File: src/rtl/booth_divide_fsmd_if.sv
// Handshake/data bundle for the signed divider (enable / data_valid protocol).
// DIV_SATURATE_EN adds the overflow_o result flag.
interface booth_divide_fsmd_if #(
    parameter int DATA_SIZE = 8
);
    logic                 enable_i;
    logic [DATA_SIZE-1:0] dividend_i;
    logic [DATA_SIZE-1:0] divisor_i;
    logic                 data_valid_o;
    logic [DATA_SIZE-1:0] quotient_o;
    logic [DATA_SIZE-1:0] remainder_o;
    logic                 div_by_zero_o;
`ifdef DIV_SATURATE_EN
    logic                 overflow_o;

    modport master (
        output enable_i, dividend_i, divisor_i,
        input  data_valid_o, quotient_o, remainder_o, div_by_zero_o, overflow_o
    );

    modport slave (
        input  enable_i, dividend_i, divisor_i,
        output data_valid_o, quotient_o, remainder_o, div_by_zero_o, overflow_o
    );
`else
    modport master (
        output enable_i, dividend_i, divisor_i,
        input  data_valid_o, quotient_o, remainder_o, div_by_zero_o
    );

    modport slave (
        input  enable_i, dividend_i, divisor_i,
        output data_valid_o, quotient_o, remainder_o, div_by_zero_o
    );
`endif
endinterface

File: src/rtl/booth_divide_fsmd.sv
// Multi-cycle signed restoring divider: quotient truncates toward zero, remainder follows dividend.
// Optional macro DIV_SATURATE_EN saturates -2^(N-1) / -1 and raises overflow_o.
module booth_divide_fsmd #(
    parameter int DATA_SIZE = 8
) (
    input  logic                clk_i,
    input  logic                reset_i,
    booth_divide_fsmd_if.slave  bus
);
    localparam int N     = DATA_SIZE;
    localparam int CNT_W = (N > 1) ? $clog2(N) : 1;

    typedef enum logic [1:0] {
        IDLE   = 2'd0,
        CALC   = 2'd1,
        SIGN   = 2'd2,
        FINISH = 2'd3
    } state_t;

    state_t           state_q, state_d;
    logic             sign_quo_q, sign_quo_d;
    logic             sign_rem_q, sign_rem_d;
    logic [N:0]       dvd_q, dvd_d;
    logic [N:0]       dsr_q, dsr_d;
    logic [N:0]       rem_q, rem_d;
    logic [N:0]       quo_q, quo_d;
    logic [CNT_W-1:0] count_q, count_d;
    logic [N-1:0]     quotient_q, quotient_d;
    logic [N-1:0]     remainder_q, remainder_d;
    logic             dbz_q, dbz_d;
`ifdef DIV_SATURATE_EN
    logic             ovf_q, ovf_d;
`endif

    logic [N:0]   dividend_ext, divisor_ext;
    logic [N:0]   dividend_abs, divisor_abs;
    logic [N:0]   rem_shift;
    logic [N+1:0] trial;
    logic         trial_ok;
    logic [N:0]   quo_neg, rem_neg;

    // Magnitudes are one bit wider so that |-2^(N-1)| is representable.
    always_comb begin
        dividend_ext = {bus.dividend_i[N-1], bus.dividend_i};
        divisor_ext  = {bus.divisor_i[N-1], bus.divisor_i};
        dividend_abs = bus.dividend_i[N-1] ? (~dividend_ext + (N+1)'(1)) : dividend_ext;
        divisor_abs  = bus.divisor_i[N-1]  ? (~divisor_ext  + (N+1)'(1)) : divisor_ext;
        rem_shift    = {rem_q[N-1:0], dvd_q[N-1]};
        trial        = {1'b0, rem_shift} - {1'b0, dsr_q};
        trial_ok     = ~trial[N+1];
        quo_neg      = ~quo_q + (N+1)'(1);
        rem_neg      = ~rem_q + (N+1)'(1);
    end

    always_comb begin
        state_d     = state_q;
        sign_quo_d  = sign_quo_q;
        sign_rem_d  = sign_rem_q;
        dvd_d       = dvd_q;
        dsr_d       = dsr_q;
        rem_d       = rem_q;
        quo_d       = quo_q;
        count_d     = count_q;
        quotient_d  = quotient_q;
        remainder_d = remainder_q;
        dbz_d       = dbz_q;
`ifdef DIV_SATURATE_EN
        ovf_d       = ovf_q;
`endif

        case (state_q)
            IDLE: begin
                if (bus.enable_i) begin
                    sign_quo_d  = bus.dividend_i[N-1] ^ bus.divisor_i[N-1];
                    sign_rem_d  = bus.dividend_i[N-1];
                    dvd_d       = dividend_abs;
                    dsr_d       = divisor_abs;
                    rem_d       = '0;
                    quo_d       = '0;
                    count_d     = CNT_W'(N - 1);
`ifdef DIV_SATURATE_EN
                    ovf_d       = 1'b0;
`endif
                    // A zero divisor skips the iteration and reports a fixed result.
                    if (bus.divisor_i == '0) begin
                        dbz_d       = 1'b1;
                        quotient_d  = '1;
                        remainder_d = bus.dividend_i;
                        state_d     = FINISH;
                    end else begin
                        dbz_d       = 1'b0;
                        quotient_d  = '0;
                        remainder_d = '0;
                        state_d     = CALC;
                    end
                end
            end

            CALC: begin
                dvd_d   = dvd_q << 1;
                rem_d   = trial_ok ? trial[N:0] : rem_shift;
                quo_d   = {quo_q[N-1:0], trial_ok};
                count_d = count_q - CNT_W'(1);
                if (count_q == '0) begin
                    state_d = SIGN;
                end
            end

            SIGN: begin
                quotient_d  = sign_quo_q ? quo_neg[N-1:0] : quo_q[N-1:0];
                remainder_d = sign_rem_q ? rem_neg[N-1:0] : rem_q[N-1:0];
`ifdef DIV_SATURATE_EN
                // A positive quotient reaching 2^(N-1) only happens for -2^(N-1) / -1.
                if (!sign_quo_q && quo_q[N-1]) begin
                    quotient_d = {1'b0, {(N-1){1'b1}}};
                    ovf_d      = 1'b1;
                end
`endif
                state_d = FINISH;
            end

            FINISH: begin
                if (bus.enable_i) begin
                    state_d = IDLE;
                end
            end

            default: state_d = IDLE;
        endcase
    end

    always_ff @(posedge clk_i) begin
        if (reset_i) begin
            state_q     <= IDLE;
            sign_quo_q  <= 1'b0;
            sign_rem_q  <= 1'b0;
            dvd_q       <= '0;
            dsr_q       <= '0;
            rem_q       <= '0;
            quo_q       <= '0;
            count_q     <= '0;
            quotient_q  <= '0;
            remainder_q <= '0;
            dbz_q       <= 1'b0;
`ifdef DIV_SATURATE_EN
            ovf_q       <= 1'b0;
`endif
        end else begin
            state_q     <= state_d;
            sign_quo_q  <= sign_quo_d;
            sign_rem_q  <= sign_rem_d;
            dvd_q       <= dvd_d;
            dsr_q       <= dsr_d;
            rem_q       <= rem_d;
            quo_q       <= quo_d;
            count_q     <= count_d;
            quotient_q  <= quotient_d;
            remainder_q <= remainder_d;
            dbz_q       <= dbz_d;
`ifdef DIV_SATURATE_EN
            ovf_q       <= ovf_d;
`endif
        end
    end

    // Results are only visible while the FSM sits in FINISH.
    always_comb begin
        bus.data_valid_o  = (state_q == FINISH);
        bus.quotient_o    = (state_q == FINISH) ? quotient_q  : '0;
        bus.remainder_o   = (state_q == FINISH) ? remainder_q : '0;
        bus.div_by_zero_o = (state_q == FINISH) ? dbz_q       : 1'b0;
`ifdef DIV_SATURATE_EN
        bus.overflow_o    = (state_q == FINISH) ? ovf_q       : 1'b0;
`endif
    end

endmodule

File: src/flat_wrapper.sv
// flat-port wrapper written by rule: the top's interface ports become plain ports
module booth_divide_fsmd_flat 
#(
    parameter int DATA_SIZE = 8
)
  (clk_i, reset_i, bus_enable_i, bus_dividend_i, bus_divisor_i, bus_data_valid_o, bus_quotient_o, bus_remainder_o, bus_div_by_zero_o);
  booth_divide_fsmd_if #(.DATA_SIZE(DATA_SIZE)) bus_i ();
  input  logic clk_i;
  input  logic reset_i;
  input wire logic [$bits(bus_i.enable_i)-1:0] bus_enable_i;
  input wire logic [$bits(bus_i.dividend_i)-1:0] bus_dividend_i;
  input wire logic [$bits(bus_i.divisor_i)-1:0] bus_divisor_i;
  output wire logic [$bits(bus_i.data_valid_o)-1:0] bus_data_valid_o;
  output wire logic [$bits(bus_i.quotient_o)-1:0] bus_quotient_o;
  output wire logic [$bits(bus_i.remainder_o)-1:0] bus_remainder_o;
  output wire logic [$bits(bus_i.div_by_zero_o)-1:0] bus_div_by_zero_o;
  assign bus_i.enable_i = bus_enable_i;
  assign bus_i.dividend_i = bus_dividend_i;
  assign bus_i.divisor_i = bus_divisor_i;
  assign bus_data_valid_o = bus_i.data_valid_o;
  assign bus_quotient_o = bus_i.quotient_o;
  assign bus_remainder_o = bus_i.remainder_o;
  assign bus_div_by_zero_o = bus_i.div_by_zero_o;
  booth_divide_fsmd #(.DATA_SIZE(DATA_SIZE)) u_core (.clk_i(clk_i), .reset_i(reset_i), .bus(bus_i));
endmodule
File: config.mk
export PLATFORM = sky130hd
export DESIGN_NAME = booth_divide_fsmd_flat
export DESIGN_NICKNAME = d
export VERILOG_FILES = /design/src/rtl/booth_divide_fsmd_if.sv /design/src/rtl/booth_divide_fsmd.sv /design/src/flat_wrapper.sv
export SDC_FILE = /design/constraint.sdc
export NUM_CORES = 1
export LEC_CHECK = 0
export BUFFER_PORTS_ARGS = -buffer_cell sky130_fd_sc_hd__buf_2
export CAP_MARGIN = 10
export CORE_MARGIN = 4
export CORE_UTILIZATION = 53
export CTS_CLUSTER_DIAMETER = 80
export DETAILED_ROUTE_END_ITERATION = 10
export HOLD_SLACK_MARGIN = 0.15
export PLACE_DENSITY_LB_ADDON = 0.2
export RECOVER_POWER = 100
export SLEW_MARGIN = 20
export SYNTH_ARGS = -nofsm -noshare
export SYNTH_HDL_FRONTEND = slang
export SYNTH_SLANG_ARGS = --single-unit
export TNS_END_PERCENT = 50
File: constraint.sdc
create_clock -name clk_i -period 1.8 [get_ports clk_i]
set_input_delay 0.09 -clock clk_i [delete_from_list [all_inputs] [get_ports clk_i]]
set_output_delay 0.09 -clock clk_i [all_outputs]
set_load 0.1 [all_outputs]
==> results.py, run 1 <==
metrics = {
    "final_layout": {
        "layout_commonest_cell": "buf_4",
        "utilization_pct": 70.0,
        "layout-drive-gt1-share_pct": 27.7,
        "fin_nets": 546,
        "final_cell_mix": "buf_4 (51), dfxtp_1 (50), nor2_1 (45), nand2_1 (45), inv_1 (26)",
        "final.fill_count": 512,
        "stdcell_count": 589,
        "num_antenna_cells": 0,
        "fin_area_sq_um": 4420,
        "area_growth_pct": 28.6,
    },
    "synthesis": {
        "synth_ff_type": "dfxtp_1",
        "synthCells": 433,
        "synth_fa_ha_area_share_pct": 7.50,
        "avgSynthCellArea_sq_um": 7.94,
        "synth_top_area_share_pct": 33.2,
        "ys_warn_count": 0,
        "synth_area_leader_cell": "dfxtp_1",
        "syn_nets": 472,
        "synthMuxAreaShare_pct": 0.291,
        "synth_edf_count": 0,
        "synth_top_family_by_area": "compound AO/OA/AOI/OAI gates",
        "synth-simple-area-share_pct": 21.1,
        "async_flop_share_pct": 0,
        "yosysUniqueCellTypes": 49,
        "synthXorXnorAreaFrac_pct": 6.37,
        "synth.area.top_cells": "dfxtp_1 (33%), ha_1 (6.9%), nand2_1 (5.0%)",
        "seq_area_frac_synth_pct": 33.2,
        "syn_area_sq_um": 3440,
        "synth_compound_area_share_pct": 25.2,
        "synth-seq-cells": 57,
    },
    "placement": {
        "placed_area_sq_um": 3940,
        "hpwl_mm": 6.26,
        "post-place-ws_ns": -0.194,
        "dp.cells": 561,
        "io_buffers": 36,
        "routabilityCongestion": 0.918,
    },
    "worst_setup_path": {
        "cp.arrival_ns": 2.02,
        "cp_num_buf_inv": 0,
        "worst_setup_path_end_kind": "flop",
        "rrSetupSlack_ns": -0.01,
        "cp-start-kind": "flop",
        "worstPathRequired_ns": 2.01,
        "regToRegEndpoint": "u_core.remainder_q[7]",
        "worst_path_max_delay_cell": "or4_4",
        "path_class": "flop to flop",
        "reg2reg_depth": 5,
        "path_max_fanout": 5,
        "rr_startpoint": "u_core.rem_q[0]",
        "path_cells": "or4_4, o41a_1, xor2_1, a221oi_2, nor3_2",
        "max_stage_delay_ns": 0.53,
        "cp_top_family": "simple AND/OR/NAND/NOR gates",
    },
    "clock_tree": {
        "tritoncts": "yes",
        "clkTransAtPathRegs_ns": 0.07,
        "htree_levels": 3,
        "clock_sinks": 57,
        "cts_buffer_depth": 2,
        "clk_latency_ns": 0.33,
        "cts_root_buf": "clkbuf_8",
        "numCtsBuffers": 9,
    },
    "floorplan": {
        "rows": 29,
        "die_w_um": 88.5,
        "fp.dieH_um": 88.5,
        "pin_count": 37,
        "coreArea_sq_um": 6310,
        "dieArea_sq_um": 7840,
        "start_util_pct": 54.4,
    },
    "detailed_routing": {
        "vias_per_cell": 5.66,
        "drt-total-wl_mm": 8.72,
        "final_antenna_net_count": 0,
        "firstDrtPassIters": 4,
        "detail_route.iter0.violations": 202,
        "wl_per_cell_um": 14.8,
        "drc": 0,
        "vias": 3335,
    },
    "global_route": {
        "grt_pass1_vias": 3091,
        "grt_use_met2_pct": 35.5,
        "grt_max_degree": 37,
        "grt_usage_pct": 23.7,
        "use_met3_pct": 3.82,
        "grtUsageMet1_pct": 34.9,
        "grt_antenna_before_repair": 0,
        "grt_pass1_wl_mm": 14.7,
        "grt-busiest-layer": "met2",
        "overflow": 0,
    },
    "power_and_ir_drop": {
        "static-leakage-power_nw": 1.82,
        "vdd_drop_max_mv": 1.09,
        "design_power_total_mw": 6.98,
        "power_density_nw_per_um2": 1580,
    },
    "sta": {
        "finalSetupViolCount": 2,
        "fin_worst_skew_ns": 0.00764,
        "tns_ns": -0.0189,
        "slew_violations": 0,
        "rsz0062_at_grt": "yes",
        "min_period_ns": 1.81,
        "holdWs_ns": 0.152,
        "tightest_slew_ns": 0.490,
        "max-slew-margin-rel_pct": 67.6,
        "timing_hold_violations_final": 0,
        "fin_ws_ns": -0.0124,
        "fmax_mhz": 552,
        "finalCritPeriodShare_pct": 101,
    },
    "job": {
        "cap_violations": 0,
    },
    "run_status": {
        "status": "finished, violations left",
        "violations": "setup timing",
    },
    "min_path": {
        "min-delay-start": "bus_divisor_i[3]",
        "hold_path_end": "u_core.dsr_q[3]",
        "hold_depth": 3,
        "min_path_type": "input port to flop",
    },
}
how the worst max path moves through the flow:
stage | start | endpoint | slack (ns) | depth (start not counted)
6_report | u_core.rem_q[0] | u_core.remainder_q[7] | -0.01 | 5
4_1_cts | u_core.dvd_q[7] | u_core.rem_q[6] | -0.02 | 9
3_3_place_gp | u_core.dvd_q[7] | u_core.rem_q[6] | -0.13 | 9
3_5_place_dp | u_core.dvd_q[7] | u_core.rem_q[6] | -0.19 | 9
5_1_grt | u_core.rem_q[0] | u_core.remainder_q[7] | -0.08 | 5
2_1_floorplan | u_core.rem_q[3] | u_core.rem_q[2] | -0.10 | 7
sequential cells by signal (all words and copies together) (netlist names):
register and count:
u_core.quo_q 8, u_core.dsr_q 9, u_core.sign_quo_q 1, u_core.remainder_q 8
u_core.rem_q 8, u_core.dvd_q 8, u_core.quotient_q 8, u_core.sign_rem_q 1
u_core.dbz_q 1, u_core.count_q 3, u_core.state_q 2
worst register-to-register path: stages, from the launching register on:
cell	delay [ns]
dfxtp_4	0.37
or4_4	0.53
o41a_1	0.34
xor2_1	0.16
a221oi_2	0.23
nor3_2	0.06
Yosys cell counts (7+ instances only):
cell,n
a22oi_1,7
xor2_1,15
nor2_1,46
inv_1,30
ha_1,19
nand2_1,46
and2_1,18
xnor2_1,10
o21ai_0,9
a21oi_1,24
nor3_1,19
a211oi_1,20
dfxtp_1,57
a221oi_1,10
clkbuf_1,18
o211ai_1,22
power by group:
part	leakage (nW)	switching [mW]	internal [mW]
combinational	1.25	2.24	1.65
sequential	0.469	0.218	1.63
clock	0.103	0.534	0.715
total	1.82	2.99	3.99
layout make-up:
cell class | instances | area [sq um] | share of cell area [%]
clock inverter | 4 | 51.3 | 1.16
timing repair buffer | 88 | 637 | 14.4
multi-input combinational | 321 | 2220 | 50.1
clock buffer | 12 | 155 | 3.51
tap | 77 | 96.3 | 2.18
sequential | 57 | 1150 | 26.1
inverter | 30 | 113 | 2.55
metal layers:
metal,wire [um],share of wire (%)
met5,0,0
met4,68,0.78
met3,496,5.7
met2,3950,45
met1,4210,48
cells by family (layout without fill, tap and decap cells):
group,count (synthesis),in the layout
adders and majority gates,20,20
and+or+nand+nor,154,154
muxes,1,1
buffers and inverters,55,134
xor gates and xnor gates,25,25
DFF,57,57
AOI/OAI and AO/OA,121,121
what timing repair did:
| item | in CTS | in global routing |
|---|---|---|
| resized for setup | 37 | 18 |
| endpoints found under the hold margin | 12 | 0 |
| hold buffers | 10 | 0 |
| gates cloned | 0 | 1 |
| buffers inserted | 1 | 0 |
| setup endpoints to repair | 27 | 26 |
| pin swaps | 4 | 14 |
Note: power is estimated with default switching activity, not from simulation.
==> run 2, diff against run 1 <==
- BUFFER_PORTS_ARGS: -buffer_cell sky130_fd_sc_hd__buf_2 -> not set
- CELL_PAD_IN_SITES_DETAIL_PLACEMENT: not set -> 0
- CELL_PAD_IN_SITES_GLOBAL_PLACEMENT: not set -> 2
- CORE_UTILIZATION: 53 -> 34
- DONT_BUFFER_PORTS: not set -> 1
==> run 2 against run 1 <==
The run still ends with setup timing left. Sequential power about the same. Non-clock buffer count down 2. Final area up 8.3%. Clock power up 13%. Utilization down 21 points. Hold slack worse by 0.018 ns. Critical path depth up 3. Critical path type unchanged. Highest routed layer unchanged.
==> results.py, run 2 (synthesis gave the netlist of run 1 again) <==
metrics = {
    "run_status": {
        "status": "finished, violations left",
        "violations": "setup timing",
    },
    "final_layout": {
        "stdcell_count": 643,
        "top_register": "u_core.dsr_q",
        "layout_commonest_cell": "dfxtp_1",
        "layout-drive-gt1-share_pct": 26.1,
        "final.fill_count": 1027,
        "final_cell_mix": "dfxtp_1 (49), nor2_1 (46), nand2_1 (45), buf_4 (35), inv_1 (27)",
        "num_antenna_cells": 0,
        "multiInputGateArea_sq_um": 2270,
        "regArea_sq_um": 1150,
        "fin_nets": 544,
        "area_growth_pct": 39.4,
        "largest_reg_flops": 9,
    },
    "detailed_routing": {
        "final_antenna_net_count": 0,
        "firstDrtPassIters": 4,
        "wl_per_cell_um": 15.4,
        "detail_route.iter0.violations": 110,
        "vias_per_cell": 5.16,
        "drc": 0,
        "drt-total-wl_mm": 9.92,
        "vias": 3315,
    },
    "floorplan": {
        "pin_count": 37,
        "rows": 36,
        "start_util_pct": 35.0,
        "fp.dieH_um": 109,
        "dieArea_sq_um": 11800,
        "coreArea_sq_um": 9820,
        "die_w_um": 109,
    },
    "sta": {
        "slew_violations": 0,
        "tightest_slew_ns": 0.421,
        "finalSetupViolCount": 3,
        "holdWs_ns": 0.133,
        "timing_hold_violations_final": 0,
        "finalCritPeriodShare_pct": 101,
        "min_period_ns": 1.83,
        "fmax_mhz": 548,
        "rsz0062_at_grt": "yes",
        "max-slew-margin-rel_pct": 71.7,
        "fin_worst_skew_ns": 0.00566,
        "fin_ws_ns": -0.0259,
    },
    "clock_tree": {
        "cts_root_buf": "clkbuf_8",
        "numCtsBuffers": 9,
        "tritoncts": "yes",
        "htree_levels": 3,
        "clock_sinks": 57,
        "cts_buffer_depth": 2,
        "clk_latency_ns": 0.34,
        "clkTransAtPathRegs_ns": 0.07,
    },
    "power_and_ir_drop": {
        "p_sw_share_pct": 42.2,
        "static-leakage-power_nw": 1.87,
        "vdd_drop_max_mv": 0.608,
        "power_density_nw_per_um2": 1560,
        "p_switching_mw": 3.16,
        "pwr-share-comb_pct": 56.3,
        "pwr-share-clk_pct": 18.8,
        "pwr-share-seq_pct": 24.9,
        "p_int_mw": 4.33,
    },
    "worst_setup_path": {
        "rrSetupSlack_ns": -0.03,
        "path_class": "flop to flop",
        "worstPathRequired_ns": 2.06,
        "worst_setup_path_end_kind": "flop",
        "path_max_fanout": 5,
        "cp.arrival_ns": 2.08,
        "cp-start-kind": "flop",
    },
    "global_route": {
        "overflow": 0,
        "grt_pass1_wl_mm": 16.7,
        "grt_pass1_vias": 3181,
        "grt_antenna_before_repair": 0,
        "grt_usage_pct": 18.0,
        "grt_max_degree": 53,
    },
    "min_path": {
        "min_path_type": "input port to flop",
    },
    "placement": {
        "dp.cells": 595,
        "hpwl_mm": 6.79,
        "routabilityCongestion": 0.830,
        "io_buffers": 0,
        "post-place-ws_ns": -0.168,
    },
    "job": {
        "cap_violations": 0,
    },
}
## run 2: changes by cell type in the layout (fill, tap and decap cells not counted), sizes merged
cell           delta
clkdlybuf4s15     +1
buf              -14
dlygate4sd3      +13
clkbuf            -3
bufinv            +1
## run 2: power by group through the flow
stage               clock (mW)  sequential [mW]  combinational [mW]
detailed placement           0             1.86                3.61
CTS                       1.44             1.85                3.96
global placement             0             1.85                3.58
global route              1.50             1.91                4.67
finish                    1.41             1.86                4.21
floorplan                    0             1.82                2.41
## run 2: routing by layer
metal	up-vias	routed length [um]	GRT usage, %
met4	0	137	6.31
li1	1681	-	-
met3	12	410	3.16
met2	62	4380	27.2
met1	1560	5000	25.7
met5	-	0	0
## run 2: layout make-up
class	count	area share, %
Inverter	30	2.35
Timing Repair Buffer	86	18.0
Sequential cell	57	24.0
Tap cell	133	3.47
Clock inverter	5	1.62
Multi-Input combinational cell	321	47.3
Clock buffer	11	3.16
## run 2: repair_timing
action                                  in CTS  in global routing
hold endpoints to repair                    57                  0
buffers inserted                             0                  6
hold buffers                                24                  0
resized for setup                           23                 25
pin swaps                                    6                 16
endpoints found under the setup margin      10                 36
cloned                                       1                  1
## run 2: worst paths after layout
path | startpoint | end | depth (start not counted)
min | bus_enable_i | u_core.dvd_q[0] | 3
max | u_core.dsr_q[1] | u_core.rem_q[5] | 8
min reg2reg | u_core.quotient_q[5] | u_core.quotient_q[5] | 2
max reg2reg | u_core.dsr_q[1] | u_core.rem_q[5] | 8
## run 2: critical path, cell delays in order (launching register included)
cell,delay (ns)
dfxtp_2,0.34
inv_2,0.05
ha_1,0.27
nand2b_1,0.09
a21o_1,0.24
a211oi_4,0.35
buf_6,0.18
o2111ai_1,0.13
o211ai_1,0.11
## run 2: through the flow
| step | cell area, sq um | util [%] | setup TNS, ns | total power [mW] |
|---|---|---|---|---|
| global placement | 4180 | 42.5 | -0.466 | 5.43 |
| global route | 4790 | 48.8 | -1.58 | 8.08 |
| floorplan | 3460 | - | -1.07 | 4.24 |
| detailed placement | 4180 | 42.5 | -0.732 | 5.47 |
| finish | 4790 | 48.8 | -0.0378 | 7.48 |
| CTS | 4760 | 48.5 | -0.0457 | 7.26 |
==> run 3, diff against run 2 <==
--- a/config.mk
+++ b/config.mk
@@ -7,3 +7,3 @@
 export LEC_CHECK = 0
-export CAP_MARGIN = 10
+export CAP_MARGIN = 20
 export CELL_PAD_IN_SITES_DETAIL_PLACEMENT = 0
@@ -18,2 +18,3 @@
 export RECOVER_POWER = 100
+export SKIP_CTS_REPAIR_TIMING = 1
 export SLEW_MARGIN = 20
==> constraint.sdc (replaced) <==
create_clock -name clk_i -period 1.8 [get_ports clk_i]
set_input_delay 0.18 -clock clk_i [delete_from_list [all_inputs] [get_ports clk_i]]
set_output_delay 0.18 -clock clk_i [all_outputs]
set_load 0.1 [all_outputs]
==> run 3 against run 2 <==
Sequential share of layout area up 0.44 points. The run still ends with setup timing left. Flip-flop and latch count unchanged. Cell count decreased by 1.1%. First-iteration DRC count increased by 25%. Hold slack lost 0.024 ns. Via count shrank 0.18%. Fmax barely moved. Die area did not move. Register-to-register slack barely moved. Critical path type unchanged. Global-route usage is 1.7 points lower. Largest power group unchanged. Setup slack is essentially flat.
==> results.py, run 3 (synthesis gave the netlist of run 1 again) <==
metrics = {
    "floorplan": {
        "pin_count": 37,
        "rows": 36,
        "start_util_pct": 35.0,
        "fp.dieH_um": 109,
        "die_w_um": 109,
        "dieArea_sq_um": 11800,
        "coreArea_sq_um": 9820,
    },
    "detailed_routing": {
        "wl_per_cell_um": 15.0,
        "final_antenna_net_count": 0,
        "detail_route.iter0.violations": 137,
        "vias": 3309,
        "vias_per_cell": 5.20,
        "drc": 0,
        "drt-total-wl_mm": 9.51,
        "firstDrtPassIters": 4,
    },
    "power_and_ir_drop": {
        "p_switching_mw": 3.02,
        "pwr-share-seq_pct": 25.0,
        "vdd_drop_max_mv": 0.778,
        "p_int_mw": 4.43,
        "pwr-share-comb_pct": 53.3,
        "static-leakage-power_nw": 1.84,
        "power_density_nw_per_um2": 1580,
        "p_sw_share_pct": 40.5,
        "pwr-share-clk_pct": 21.6,
        "design_power_total_mw": 7.44,
    },
    "clock_tree": {
        "clk_latency_ns": 0.35,
        "cts_buffer_depth": 2,
        "clock_sinks": 57,
        "numCtsBuffers": 9,
        "clkTransAtPathRegs_ns": 0.07,
        "cts_root_buf": "clkbuf_8",
        "htree_levels": 3,
        "tritoncts": "yes",
    },
    "final_layout": {
        "layout_commonest_cell": "dfxtp_1",
        "final.fill_count": 997,
        "num_antenna_cells": 0,
        "top_register": "u_core.dsr_q",
        "fin_nets": 537,
        "stdcell_count": 636,
        "final_cell_mix": "dfxtp_1 (47), nor2_1 (46), nand2_1 (46), buf_4 (35), inv_1 (26)",
        "fin_area_sq_um": 4710,
        "area_growth_pct": 37.1,
        "largest_reg_flops": 9,
        "layout-drive-gt1-share_pct": 24.3,
        "utilization_pct": 48.0,
    },
    "sta": {
        "timing_hold_violations_final": 0,
        "fmax_mhz": 548,
        "slew_violations": 0,
        "min_period_ns": 1.83,
        "fin_worst_skew_ns": 0.00692,
        "tns_ns": -0.0352,
        "max-slew-margin-rel_pct": 69.4,
        "fin_ws_ns": -0.0260,
        "rsz0062_at_grt": "yes",
        "finalCritPeriodShare_pct": 101,
        "finalSetupViolCount": 2,
        "tightest_slew_ns": 0.455,
    },
    "placement": {
        "hpwl_mm": 6.79,
        "io_buffers": 0,
        "placed_area_sq_um": 4190,
        "routabilityCongestion": 0.819,
        "dp.cells": 598,
    },
    "global_route": {
        "grt_max_degree": 53,
        "grt_pass1_vias": 2863,
        "grt_antenna_before_repair": 0,
        "overflow": 0,
        "grt_usage_pct": 16.3,
        "grt_pass1_wl_mm": 15.0,
    },
    "worst_setup_path": {
        "worstPathRequired_ns": 2.03,
        "worst_setup_path_end_kind": "flop",
        "cp-start-kind": "flop",
        "path_class": "flop to flop",
        "path_max_fanout": 3,
        "cp.arrival_ns": 2.06,
    },
    "job": {
        "cap_violations": 0,
    },
    "run_status": {
        "status": "finished, violations left",
        "violations": "setup timing",
    },
    "min_path": {
        "min_path_type": "input port to flop",
    },
}
==> run 3: cell types whose count changed in the layout (fill, tap and decap cells not counted), moves of 2 or more <==
cell,previous run,this run
dlygate4sd3_1,23,17
buf_6,13,9
and2_0,6,9
ha_2,3,0
o21ai_0,7,10
and2_2,12,10
bufinv_16,2,4
dfxtp_1,49,47
dfxtp_2,8,10
ha_1,11,13
o21ai_2,2,0
==> run 3: worst paths after layout <==
kind                        start                    to  cells after the start  slack [ns]
max               u_core.dvd_q[7]       u_core.rem_q[6]                      9       -0.03
min             bus_dividend_i[7]       u_core.dvd_q[1]                      3        0.11
min reg2reg  u_core.quotient_q[6]  u_core.quotient_q[6]                      2        0.45
max reg2reg       u_core.dvd_q[7]       u_core.rem_q[6]                      9       -0.03
==> run 3: area by class of cell <==
type                       instances  area (sq um)  share of cell area [%]
multi-input combinational        321          2210                    46.9
sequential                        57          1150                    24.5
timing repair buffer              79           811                    17.2
tap                              133           166                    3.53
clock inverter                     6           130                    2.76
clock buffer                      10           128                    2.71
inverter                          30           113                    2.39
==> run 3: metrics by stage <==
stage,hold WS [ns],setup slack (ns)
after floorplan,0.316,-0.109
after global placement,0.258,-0.150
after detailed placement,0.259,-0.187
after CTS,-0.118,-0.214
after global routing,0.151,-0.139
final,0.109,-0.0260
==> run 3: power groups by stage <==
stage                     Combinational [mW]  Sequential (mW)  Clock, mW
after floorplan                         2.42             1.83          0
after global placement                  3.67             1.85          0
after detailed placement                3.69             1.86          0
after CTS                               3.70             1.83       1.66
after global routing                    4.43             1.90       1.70
final                                   3.97             1.86       1.61
==> run 3: critical path, cell delays in order (launching register included) <==
cell and delay [ns]:
dfxtp_2 0.33, inv_2 0.07, ha_4 0.13, inv_2 0.04, fa_2 0.39, a211oi_4 0.29, or4b_4 0.17, o2111ai_2 0.10
o211ai_1 0.10, o211ai_1 0.10
==> run 3: routing by layer <==
layer	track usage [%]	up-vias	routed length, um
met4	6.94	0	159
li1	-	1675	-
met1	24.1	1562	4850
met2	23.3	54	4120
met5	0	-	0
met3	2.75	18	383
